File: config.mk
export PLATFORM = sky130hd
export DESIGN_NAME = motor_pwm_ctrl
export DESIGN_NICKNAME = d
export VERILOG_FILES = /design/src/rtl/motor_pwm_ctrl.sv
export SDC_FILE = /design/constraint.sdc
export NUM_CORES = 1
export LEC_CHECK = 0
export ABC_AREA = 1
export CAP_MARGIN = 40
export CELL_PAD_IN_SITES_DETAIL_PLACEMENT = 0
export CELL_PAD_IN_SITES_GLOBAL_PLACEMENT = 1
export CORE_MARGIN = 2
export CORE_UTILIZATION = 35
export DETAILED_ROUTE_END_ITERATION = 12
export HOLD_SLACK_MARGIN = 0.03
export PLACE_DENSITY_LB_ADDON = 0.1
export SYNTH_ARGS = -nofsm -noshare
export SYNTH_HDL_FRONTEND = slang
export SYNTH_SLANG_ARGS = --single-unit
File: constraint.sdc
create_clock -name CLK -period 2.72 [get_ports CLK]
set_input_delay 0.272 -clock CLK [delete_from_list [all_inputs] [get_ports CLK]]
set_output_delay 0.272 -clock CLK [all_outputs]
set_load 0.005 [all_outputs]
File: src/rtl/motor_pwm_ctrl.sv
// rtl/motor_pwm_ctrl.sv - H-bridge PWM leg driver clocked by synchronised T_IN ticks,
// with a fixed dead time inserted on every direction change.
module motor_pwm_ctrl #(
  parameter int WIDTH       = 8,
  parameter int DEAD_TICKS  = 4,
  parameter int SYNC_STAGES = 2
) (
  input  logic             CLK,
  input  logic             RST_N,
  input  logic             T_IN,
  input  logic [WIDTH-1:0] DUTY,
  input  logic             DIR_REQ,
  output logic             PWM_A,
  output logic             PWM_B,
  output logic             DIR,
  output logic             BUSY,
  output logic             PERIOD_END
);

  localparam int            DW        = (DEAD_TICKS > 1) ? $clog2(DEAD_TICKS) : 1;
  localparam logic [DW-1:0] DEAD_LAST = DW'(DEAD_TICKS - 1);

  typedef enum logic {RUN, DEAD} state_t;

  state_t                 state, state_n;
  logic [SYNC_STAGES-1:0] sync_q;
  logic                   prev_q;
  logic                   tick;
  logic [WIDTH-1:0]       cnt, cnt_n, cnt_inc;
  logic [WIDTH-1:0]       duty_q, duty_n, duty_eff;
  logic [DW-1:0]          dead_cnt, dead_n;
  logic                   dir_q, dir_n;
  logic                   pwm_a_n, pwm_b_n, pend_n;
  logic                   wrap, on;

  assign tick = sync_q[SYNC_STAGES-1] & ~prev_q;
  assign BUSY = (state == DEAD);
  assign DIR  = dir_q;

  // T_IN is asynchronous; only its synchronised rising edge is used.
  always_ff @(posedge CLK or negedge RST_N) begin
    if (!RST_N) begin
      sync_q <= '0;
      prev_q <= 1'b0;
    end else begin
      sync_q <= {sync_q[SYNC_STAGES-2:0], T_IN};
      prev_q <= sync_q[SYNC_STAGES-1];
    end
  end

  always_ff @(posedge CLK or negedge RST_N) begin
    if (!RST_N) state <= RUN;
    else        state <= state_n;
  end

  always_ff @(posedge CLK or negedge RST_N) begin
    if (!RST_N) begin
      cnt        <= '0;
      duty_q     <= '0;
      dead_cnt   <= '0;
      dir_q      <= 1'b0;
      PWM_A      <= 1'b0;
      PWM_B      <= 1'b0;
      PERIOD_END <= 1'b0;
    end else begin
      cnt        <= cnt_n;
      duty_q     <= duty_n;
      dead_cnt   <= dead_n;
      dir_q      <= dir_n;
      PWM_A      <= pwm_a_n;
      PWM_B      <= pwm_b_n;
      PERIOD_END <= pend_n;
    end
  end

  always_comb begin
    state_n  = state;
    cnt_n    = cnt;
    duty_n   = duty_q;
    dead_n   = dead_cnt;
    dir_n    = dir_q;
    pwm_a_n  = PWM_A;
    pwm_b_n  = PWM_B;
    pend_n   = 1'b0;
    wrap     = (cnt == {WIDTH{1'b1}});
    cnt_inc  = cnt + WIDTH'(1);
    duty_eff = wrap ? DUTY : duty_q;
    on       = (cnt_inc < duty_eff);
    case (state)
      RUN: begin
        // A direction mismatch wins over a coincident tick: legs drop immediately.
        if (DIR_REQ != dir_q) begin
          state_n = DEAD;
          dead_n  = '0;
          pwm_a_n = 1'b0;
          pwm_b_n = 1'b0;
        end else if (tick) begin
          cnt_n   = cnt_inc;
          pwm_a_n = on & ~dir_q;
          pwm_b_n = on & dir_q;
          if (wrap) begin
            duty_n = DUTY;
            pend_n = 1'b1;
          end
        end
      end
      DEAD: begin
        pwm_a_n = 1'b0;
        pwm_b_n = 1'b0;
        if (tick) begin
          if (dead_cnt == DEAD_LAST) begin
            state_n = RUN;
            dir_n   = DIR_REQ;
            cnt_n   = '0;
            duty_n  = DUTY;
          end else begin
            dead_n = dead_cnt + DW'(1);
          end
        end
      end
      default: state_n = RUN;
    endcase
  end

endmodule
* Word level (Yosys, flattened, before mapping)
Index checks and enable logic that the tools add are counted.
** Word-level totals
- Register bits :: 26
- Word-level logic and storage cells :: 61
** Cells by class
- Reductions and logical operators :: 3
- Multiplexer cells :: 29
- Equality and inequality tests :: 10
- $add $sub $neg :: 2
- Bitwise gates (word level) :: 6
- $lt $le $gt $ge :: 1
** Operators with widths (count)
- $mux W8 :: 9
- $pmux W8 S2 :: 2
- $mux W1 :: 11
- $add A8 B1 Y8 const B :: 1
- $eq A8 B8 Y1 const B :: 1
- $lt A8 B8 Y1 :: 1
- $ne A2 B2 Y1 const B :: 4
- $mux W2 :: 3
- $pmux W1 S2 :: 3
- $reduce_and A3 Y1 :: 2
- $ne A2 B1 Y1 const B :: 2
- $pmux W2 S2 :: 1
- $reduce_and A4 Y1 :: 1
- $and A1 B1 Y1 :: 3
- $ne A3 B3 Y1 const B :: 1
- $not A1 Y1 :: 3
- $add A2 B1 Y2 const B :: 1
- $eq A2 B2 Y1 const B :: 1
- $ne A1 B1 Y1 :: 1

* Longest topological paths before layout
Gate-level depths: netlist (run 1).
- Depth in word-level cells :: 7
- Gate-level depth with buffers :: 15
- Mapped depth without buffers :: 14

* Worst setup path after synthesis (run 1)
OpenSTA, ideal clock, no wires.
- Kind :: reg2reg
- Start point :: reg cnt[0]
- End point :: reg PWM_A
- Stages on the path, launching flop included :: 14
- Data required time :: 2.655 ns
- Arrival :: 1.933 ns
- Setup slack :: 0.722 ns
- Library setup time :: 0.065 ns
- Cell sequence :: dfrtp_1 ha_1 nand2_2 nor2_4 nand2_4 buf_6 nand2_1 o21ai_2 ha_1 a21oi_1 nor2_1 a211oi_1 nand3_1 nand2_1
** On the way
- Longest elaborated chain between the ends :: 7
- Elaborated cells between the ends (all ways) :: 8
- Those cells by class :: add/sub: 1; order compare: 1; eq/ne: 1; mux: 4; bitwise: 1
** RTL lines
- from (decl) :: line 29 : logic [WIDTH-1:0] cnt, cnt_n, cnt_inc;
- from (signal assigned) :: line 66 : cnt <= cnt_n;
- branches (longest 2 deep; another with $add A8 B1 Y8)
- $lt A8 B8 Y1 * :: line 88 : on = (cnt_inc < duty_eff);
- $and A1 B1 Y1 * :: line 99 : pwm_a_n = on & ~dir_q;
- $mux W1 * :: line 97 : end else if (tick) begin
- $mux W1 * :: line 92 : if (DIR_REQ != dir_q) begin
- $pmux W1 S2 * :: line 89 : case (state)
- to (signal assigned) :: line 70 : PWM_A <= pwm_a_n;
- to (decl) :: line 13 : output logic PWM_A,
Mark *: on every way between the ends. The select of a mux whose other input is x is not followed.
A chain may end at the register's enable or synchronous reset.

* Worst setup path after layout (run 1)
- Start point :: reg cnt[0]
- End point :: reg PWM_B
** On the way
- Longest elaborated chain between the ends :: 7
- Elaborated cells between the ends (all ways) :: 8
- Those cells by class :: add/sub: 1; order compare: 1; eq/ne: 1; mux: 4; bitwise: 1
** RTL lines
- branches (longest 2 deep; another with $add A8 B1 Y8)
- $lt A8 B8 Y1 * :: line 88
- $and A1 B1 Y1 * :: line 100 : pwm_b_n = on & dir_q;
- $mux W1 * :: line 97
- $mux W1 * :: line 92
- $pmux W1 S2 * :: line 89
- to (signal assigned) :: line 71 : PWM_B <= pwm_b_n;
- to (decl) :: line 14 : output logic PWM_B,
Marks and branches as above.

==> results.py, run 1 <==
metrics = {
    "status": {
        "status": "finished, final reports clean",
    },
    "critical_path": {
        "cpMaxStageDelayCell": "dfrtp_1",
        "criticalPathCategory": "reg2reg",
        "critPathTopFamily": "simple AND/OR/NAND/NOR gates",
        "cp.required_ns": 2.94,
        "worstPathCellList": "ha_1, nand2_2, nor2_4, nand3_1, xor2_1, inv_1, ha_1, nand2_1, nor2_1, a211oi_1, nand3_1, nand2_1",
        "end_kind": "register",
        "crit_path_max_fanout": 5,
        "arrival_ns": 2.44,
        "cp_slowest_stage_delay_ns": 0.41,
        "startpoint_type": "register",
        "path_buf_inv": 1,
    },
    "logic_synthesis": {
        "ys_seq_elements": 26,
        "syn-num-nets": 198,
        "ys_warn_count": 0,
        "syn_area_mm2": 0.00163,
        "synth_cell_types": 29,
        "syn-instance-count": 177,
        "seq_area_frac_synth_pct": 40.0,
        "synth.top_cell.area_share_pct": 40.0,
        "synth_area_leaders": "dfrtp_1 (40%), nand2_1 (9.2%), ha_1 (6.9%), o211ai_2 (5.4%), o21ai_2 (5.4%)",
        "syn_area_per_cell_um2": 9.20,
        "synth_top_cell_by_area": "dfrtp_1",
    },
    "global_routing": {
        "antenna_found_initial": 0,
        "grt_usage_pct": 14.4,
        "grt_max_degree": 27,
        "grt_pass1_wl_um": 5840,
        "grt_pass1_vias": 1259,
        "gr-total-overflow": 0,
    },
    "sta": {
        "period_minus_slack_ns": 2.23,
        "setup_viol": 0,
        "hold_viol": 0,
        "whs_ns": 0.360,
        "max_slew_margin_pct": 59.6,
        "slew_violations": 0,
        "finClkSkew_ns": 0.00665,
        "fin_tns_setup_ns": 0,
        "period_share_pct": 81.8,
        "worst_pin_slew_ns": 0.602,
        "timing.fmax_ghz": 0.449,
        "rsz0062_at_grt": "no",
    },
    "clocking": {
        "ctsRootBufferMaster": "clkbuf_8",
        "postCtsSetupBuffers": 0,
        "cts_inserted_buffers": 3,
        "clock_path_buffers": 2,
        "clk_pin_slew_ns": 0.10,
        "clock_latency_ns": 0.28,
        "cts-resized-gates": 0,
        "htree_num_levels": 1,
        "cts_tree": "done",
        "ctsHoldBuffers": 0,
        "clock-sinks": 26,
    },
    "die": {
        "die_y_um": 72.2,
        "num_rows": 24,
        "dieArea_mm2": 0.00521,
        "ioPinCount": 17,
        "initial_core_util_pct": 36.9,
        "fp.dieW_um": 72.2,
        "core_area_mm2": 0.00441,
    },
    "detailed_routing": {
        "route.detailed.drc": 0,
        "wl_met2_um": 1580,
        "wl_um": 3330,
        "routedWlPerCell_um": 13.5,
        "top_layer": "met4",
        "vias": 1184,
        "met1_length_um": 1580,
        "ant_nets": 0,
        "vias_per_cell": 4.81,
        "wl_met3_um": 128,
        "drt_iter0_drc": 48,
        "dr.pass1.iters": 4,
    },
    "finish": {
        "fill_cells": 448,
        "area_growth_pct": 14.7,
        "drive_above_1_share_pct": 22.2,
        "num_antenna_cells": 0,
        "seqCellArea_um2": 651,
        "fin_nets": 216,
        "multi_input_area_um2": 825,
    },
    "min_path": {
        "worstHoldPathType": "in2async",
    },
    "pwr": {
        "power_density_mw_per_mm2": 853,
        "irDropWorstVdd_uv": 289,
        "leakagePower_nw": 0.882,
    },
    "placement": {
        "dp_hpwl_um": 2490,
        "gp_congestion": 0.824,
        "portBuffers": 16,
    },
    "run": {
        "maxCapViolCount": 0,
    },
}
==> cell usage after synthesis, drive strengths merged <==
cell type / n
o21ai: 18
nor2: 14
buf: 4
dfrtp: 26
a22o: 2
clkinv: 1
nand3: 7
xor2: 7
inv: 26
nor3: 2
o41ai: 1
a21oi: 3
a211oi: 1
o211ai: 8
o22ai: 5
nand2: 43
ha: 9
==> kinds of logic (layout without fill, tap and decap cells) <==
kind of cell,after synthesis,after routing,synth area share [%]
AOI/OAI and AO/OA,38,38,20.7
buffers and inverters,31,48,9.38
xor gates and xnor gates,7,7,4.23
adders and majority gates,9,9,6.92
and+or+nand+nor,66,66,18.8
DFF,26,26,40.0
==> worst paths after layout <==
check | startpoint | endpoint | slack, ns | cells after the start
setup / recovery | cnt[0]$_DFFE_PN0P_ | PWM_B$_DFFE_PN0P_ | 0.49 | 12
hold / removal | RST_N | duty_q[5]$_DFFE_PN0P_ | 0.36 | 2
setup reg to reg | cnt[0]$_DFFE_PN0P_ | PWM_B$_DFFE_PN0P_ | 0.49 | 12
hold reg to reg | sync_q[0]$_DFF_PN0_ | sync_q[1]$_DFF_PN0_ | 0.37 | 0
max in group asynchronous | RST_N | PWM_A$_DFFE_PN0P_ | 2.10 | 2
min in group CLK | sync_q[0]$_DFF_PN0_ | sync_q[1]$_DFF_PN0_ | 0.37 | 0
==> routing by layer <==
metal  up-vias  track usage (%)
li1        613                -
met1       545             19.2
met2        21             24.1
met3         5             2.36
met4         0             4.40
met5         -                0
==> area by class of cell <==
| class | instances | share of cell area, % |
|---|---|---|
| multi-input combinational | 120 | 44.2 |
| tap | 52 | 3.49 |
| inverter | 27 | 5.56 |
| clock buffer | 4 | 2.95 |
| timing repair buffer | 17 | 8.98 |
| sequential | 26 | 34.9 |
==> report_power, final <==
group          total [W]  switching (W)  internal [W]
clock network   0.000260       0.000130      0.000130
logic           0.000720       0.000409      0.000311
registers       0.000612      0.0000952      0.000517
total            0.00159       0.000634      0.000957
==> registers in the layout, summed over array words and instances (netlist names) <==
signal and cells:
PERIOD_END 1, PWM_B 1, sync_q 2, BUSY 1, PWM_A 1, prev_q 1, duty_q 8, cnt 8
DIR 1, dead_cnt 2
==> stage by stage <==
| stage | instances | instance area [um^2] | setup slack [ns] | total power, W | util, % |
|---|---|---|---|---|---|
| 2_1_floorplan | 177 | 1630 | 0.722 | 0.00118 | - |
| 3_3_place_gp | 242 | 1810 | 0.552 | 0.00134 | 41.0 |
| 3_5_place_dp | 242 | 1810 | 0.471 | 0.00135 | 41.0 |
| 4_1_cts | 246 | 1870 | 0.458 | 0.00162 | 42.3 |
| 5_1_grt | 246 | 1870 | 0.229 | 0.00176 | 42.3 |
| 6_report | 246 | 1870 | 0.495 | 0.00159 | 42.3 |
==> placed cells by master (no fill, tap or decap), types with 2 or more instances in the layout <==
master / netlist / layout
xor2_1: 6 / 6
nand2_2: 2 / 2
clkbuf_8: 0 / 4
inv_2: 2 / 2
o22ai_2: 5 / 5
clkdlybuf4s50_1: 0 / 16
nand2_1: 40 / 40
a21oi_1: 3 / 3
nor2_1: 8 / 8
nor2_4: 3 / 3
o21ai_1: 5 / 5
dfrtp_1: 26 / 26
a22o_2: 2 / 2
o21ai_0: 3 / 3
o211ai_2: 7 / 7
ha_1: 9 / 9
o21ai_2: 10 / 10
nand3_1: 7 / 7
nor2_2: 3 / 3
inv_1: 23 / 23
Power figures use the tool's default switching activity.
==> run 2, diff against run 1 <==
- clock period: 2.72 -> 1.9 ns (I/O delays scaled with it)
==> run 2 against run 1 <==
The run now ends with negative setup slack left. Final cell count rose by 6.1%. Global-route usage down 0.075 points. Critical path depth grew 1. Sequential cell count is the same. Register-to-register slack worse by 0.58 ns. Die area stayed put.
==> results.py, run 2 (synthesis gave the netlist of run 1 again) <==
metrics = {
    "pwr": {
        "cellInternalPower_w": 0.00145,
        "irDropWorstVdd_uv": 504,
        "pwr-share-comb_pct": 50.9,
        "switching_power_w": 0.000969,
        "total_power_w": 0.00242,
        "p_sw_share_pct": 40.0,
        "seqPwrFrac_pct": 36.1,
        "power_density_mw_per_mm2": 1160,
        "leakagePower_nw": 0.960,
        "clkPwrFrac_pct": 12.9,
    },
    "clocking": {
        "cts_tree": "done",
        "clk_pin_slew_ns": 0.09,
        "ctsHoldBuffers": 0,
        "htree_num_levels": 1,
        "clock_path_buffers": 2,
        "ctsRootBufferMaster": "clkbuf_8",
        "clock_latency_ns": 0.27,
        "clock-sinks": 26,
        "cts_inserted_buffers": 3,
    },
    "sta": {
        "slew_violations": 0,
        "finClkSkew_ns": 0.00242,
        "timing.fmax_ghz": 0.503,
        "setup_viol": 2,
        "period_share_pct": 105,
        "hold_viol": 0,
        "setup_ws_ns": -0.0872,
        "rsz0062_at_grt": "yes",
        "period_minus_slack_ns": 1.99,
        "max_slew_margin_pct": 76.3,
        "worst_pin_slew_ns": 0.356,
    },
    "detailed_routing": {
        "vias": 1257,
        "vias_per_cell": 4.82,
        "routedWlPerCell_um": 13.3,
        "route.detailed.drc": 0,
        "drt_iter0_drc": 52,
        "wl_um": 3470,
        "dr.pass1.iters": 4,
        "ant_nets": 0,
    },
    "critical_path": {
        "arrival_ns": 2.20,
        "startpoint_type": "register",
        "end_kind": "register",
        "rr_startpoint": "cnt[0]$_DFFE_PN0P_",
        "cp.required_ns": 2.11,
        "critPathLaunch": "cnt[0]$_DFFE_PN0P_",
        "crit_path_max_fanout": 5,
        "criticalPathCategory": "reg2reg",
    },
    "finish": {
        "seqCellArea_um2": 651,
        "multi_input_area_um2": 931,
        "fin_nets": 232,
        "num_antenna_cells": 0,
        "fin_util_pct": 47.5,
        "final_common_cell": "nand2_1",
        "fill_cells": 421,
        "drive_above_1_share_pct": 34.4,
        "area_growth_pct": 28.8,
        "reg.largest.list": "cnt: 8 flops, duty_q: 8 flops",
        "final_cell_mix": "nand2_1 (37), dfrtp_1 (26), inv_1 (23), clkdlybuf4s50_1 (16), buf_4 (14)",
    },
    "min_path": {
        "worstHoldPathType": "in2async",
    },
    "status": {
        "status": "finished, violations left",
        "violations": "negative setup slack",
    },
    "global_routing": {
        "grt_pass1_vias": 1279,
        "grt_usage_pct": 14.3,
        "gr-total-overflow": 0,
        "grt_max_degree": 27,
        "grt_pass1_wl_um": 5840,
        "antenna_found_initial": 0,
    },
    "die": {
        "dieArea_mm2": 0.00521,
        "num_rows": 24,
        "ioPinCount": 17,
        "fp.dieW_um": 72.2,
        "die_y_um": 72.2,
        "core_area_mm2": 0.00441,
        "initial_core_util_pct": 36.9,
    },
    "run": {
        "maxCapViolCount": 0,
    },
    "placement": {
        "gp_congestion": 0.793,
        "pre_cts_slack_ns": -0.160,
        "portBuffers": 16,
        "dp_hpwl_um": 2530,
    },
}
[run 2: changes by cell type in the layout (fill, tap and decap cells not counted), moves of 3 or more]
cell | previous run | this run
buf_4 | 1 | 14
ha_1 | 9 | 5
nand2_1 | 40 | 37
nand2_2 | 2 | 5
[run 2: timing repair]
item | 4_1_cts | 5_1_grt
resized for setup | 2 | 12
pin swaps | 1 | 3
setup buffers | 1 | 3
gates cloned | 0 | 1
setup endpoints to repair | 2 | 2
[run 2: final timing paths]
check                                      end  slack, ns  cells after the start
max                          PWM_B$_DFFE_PN0P_      -0.09                     13
min in group CLK           sync_q[0]$_DFF_PN0_       0.35                      1
min                         cnt[5]$_DFFE_PN0P_       0.29                      2
min reg2reg                sync_q[1]$_DFF_PN0_       0.37                      0
max reg2reg                  PWM_B$_DFFE_PN0P_      -0.09                     13
max in group asynchronous  sync_q[0]$_DFF_PN0_       1.35                      2
[run 2: through the flow]
stage | cell area [um^2] | std cells | setup TNS, ns | hold WS (ns)
floorplan | 1640 | 177 | -0.0459 | -0.106
global placement | 1900 | 253 | -0.212 | 0.343
detailed placement | 1900 | 253 | -0.317 | 0.338
CTS | 1970 | 257 | -0.199 | 0.294
global route | 2100 | 261 | -0.468 | 0.298
finish | 2100 | 261 | -0.169 | 0.288
[run 2: power by group through the flow]
stage                     registers (W)  logic, W  clock network, W
after floorplan                0.000857  0.000848                 0
after global placement         0.000872   0.00114                 0
after detailed placement       0.000879   0.00116                 0
after CTS                      0.000870   0.00118          0.000331
after global routing           0.000909   0.00141          0.000359
final                          0.000876   0.00123          0.000313
[run 2: per-layer routing]
metal / GRT usage (%) / routed length [um] / vias up
li1: - / - / 646
met1: 18.7 / 1570 / 589
met2: 24.4 / 1730 / 16
met3: 2.78 / 107 / 6
met4: 3.77 / 55 / 0
met5: 0 / 0 / -
[run 2: cell type report]
class | instances | share of cell area [%]
Multi-Input combinational cell | 121 | 44.4
Clock buffer | 3 | 1.97
Sequential cell | 26 | 31.0
Timing Repair Buffer | 32 | 14.6
Inverter | 27 | 4.95
Tap cell | 52 | 3.10
[run 2: worst max-delay path, stage by stage, from the launching register on]
cell and delay, ns:
dfrtp_1 0.39, ha_2 0.20, nand2_2 0.07, nor2_4 0.10
buf_12 0.14, nand3_4 0.06, xor2_2 0.14, inv_1 0.06
ha_1 0.30, nand2_1 0.06, nor2_1 0.05, a211oi_2 0.20
nand3_1 0.10, nand2_1 0.07
==> run 3, diff against run 2 <==
- CORE_UTILIZATION: 35 -> 39
==> run 3 against run 2 <==
The flow still finishes with violations (negative setup slack). Sequential cell count is the same. Sequential power about the same. Design area is 1.7% lower. Clock skew rose by 0.0031 ns. Largest power group unchanged. Sequential share of layout area rose by 0.55 points.
==> results.py, run 3 (synthesis gave the netlist of run 1 again) <==
metrics = {
    "die": {
        "fp.dieW_um": 68.6,
        "initial_core_util_pct": 40.7,
        "core_area_mm2": 0.00400,
        "die_y_um": 68.6,
        "ioPinCount": 17,
        "dieArea_mm2": 0.00471,
        "num_rows": 23,
    },
    "global_routing": {
        "grt_pass1_vias": 1134,
        "grt_max_degree": 27,
        "grt_usage_pct": 15.6,
        "grt_pass1_wl_um": 5420,
        "antenna_found_initial": 0,
        "gr-total-overflow": 0,
    },
    "finish": {
        "final_common_cell": "nand2_1",
        "num_antenna_cells": 0,
        "area_growth_pct": 26.6,
        "fin_nets": 232,
        "reg.largest.list": "cnt: 8 flops, duty_q: 8 flops",
        "final_cell_mix": "nand2_1 (39), dfrtp_1 (26), inv_1 (23), clkdlybuf4s50_1 (16), buf_4 (15)",
        "drive_above_1_share_pct": 32.9,
        "postLayoutCellArea_mm2": 0.00206,
    },
    "status": {
        "status": "finished, violations left",
        "violations": "negative setup slack",
    },
    "clocking": {
        "ctsHoldBuffers": 0,
        "cts_tree": "done",
        "clk_pin_slew_ns": 0.10,
        "ctsRootBufferMaster": "clkbuf_8",
        "htree_num_levels": 1,
        "clock-sinks": 26,
        "cts_inserted_buffers": 3,
        "clock_path_buffers": 2,
        "clock_latency_ns": 0.27,
    },
    "detailed_routing": {
        "ant_nets": 0,
        "vias": 1237,
        "dr.pass1.iters": 3,
        "routedWlPerCell_um": 13.5,
        "wl_um": 3510,
        "drt_iter0_drc": 40,
        "route.detailed.drc": 0,
        "vias_per_cell": 4.76,
    },
    "sta": {
        "finClkSkew_ns": 0.00550,
        "setup_ws_ns": -0.124,
        "setup_viol": 2,
        "slew_violations": 0,
        "max_slew_margin_pct": 76.7,
        "fin_tns_setup_ns": -0.247,
        "period_share_pct": 107,
        "hold_viol": 0,
        "rsz0062_at_grt": "yes",
        "timing.fmax_ghz": 0.494,
        "whs_ns": 0.278,
        "period_minus_slack_ns": 2.02,
        "worst_pin_slew_ns": 0.349,
    },
    "pwr": {
        "power_density_mw_per_mm2": 1200,
        "leakagePower_nw": 0.960,
        "irDropWorstVdd_uv": 472,
    },
    "min_path": {
        "worstHoldPathType": "in2async",
    },
    "critical_path": {
        "end_kind": "register",
        "criticalPathCategory": "reg2reg",
        "startpoint_type": "register",
        "arrival_ns": 2.24,
        "crit_path_max_fanout": 3,
        "cp.required_ns": 2.12,
    },
    "placement": {
        "dp_hpwl_um": 2450,
        "portBuffers": 16,
        "placed_area_mm2": 0.00189,
        "gp_congestion": 0.775,
    },
    "run": {
        "maxCapViolCount": 0,
    },
}
-- run 3: report_power, final --
| group | internal, W | switching (W) |
|---|---|---|
| clock | 0.000186 | 0.000185 |
| sequential | 0.000740 | 0.000135 |
| combinational | 0.000566 | 0.000655 |
| total | 0.00149 | 0.000974 |
-- run 3: area by class of cell --
type / instances / area, um^2
repair buffers: 32 / 284
well taps: 50 / 62.6
flip-flops and latches: 26 / 651
inverters: 27 / 104
multi-input cells: 121 / 905
clock buffers: 4 / 55.1
fillers: 372 / 1940
-- run 3: per-stage QoR --
step	utilization, %	setup slack [ns]	power (W)	cells
after detailed placement	47.2	-0.0975	0.00203	249
after CTS	48.6	-0.123	0.00241	253
after global routing	51.5	-0.283	0.00270	260
after global placement	47.2	-0.0731	0.00200	249
final	51.5	-0.124	0.00247	260
after floorplan	-	-0.0229	0.00171	177
-- run 3: metal layers --
| layer | wire (um) | vias up | track usage, % |
|---|---|---|---|
| li1 | - | 649 | - |
| met1 | 1670 | 570 | 21.9 |
| met2 | 1740 | 15 | 25.5 |
| met3 | 85 | 3 | 2.44 |
| met4 | 12 | 0 | 3.00 |
| met5 | 0 | - | 0 |
-- run 3: critical path, cell delays in order, from the launching register on --
cell and delay (ns):
dfrtp_1 0.38, ha_2 0.21, nand2_2 0.07, nor2_4 0.11, buf_4 0.14, nand3_2 0.08
xor2_2 0.19, inv_1 0.09, ha_4 0.24, nand2_1 0.06, nor2_1 0.05, a211oi_2 0.18
nand3_1 0.10, nand2_1 0.07
-- run 3: worst paths after layout --
| path | startpoint | end | slack [ns] | cells past startpoint |
|---|---|---|---|---|
| max | cnt[0]$_DFFE_PN0P_ | PWM_A$_DFFE_PN0P_ | -0.12 | 13 |
| min | RST_N | duty_q[7]$_DFFE_PN0P_ | 0.28 | 2 |
| max reg2reg | cnt[0]$_DFFE_PN0P_ | PWM_A$_DFFE_PN0P_ | -0.12 | 13 |
| min reg2reg | sync_q[0]$_DFF_PN0_ | sync_q[1]$_DFF_PN0_ | 0.37 | 0 |
| max in group asynchronous | RST_N | duty_q[0]$_DFFE_PN0P_ | 1.36 | 2 |
| min in group CLK | T_IN | sync_q[0]$_DFF_PN0_ | 0.34 | 1 |
-- run 3: timing repair --
action | CTS | global route
setup endpoints to repair | 2 | 2
hold endpoints to repair | 0 | 0
setup buffers | 0 | 6
gates cloned | 0 | 1
resized for setup | 1 | 9
pin swaps | 0 | 2
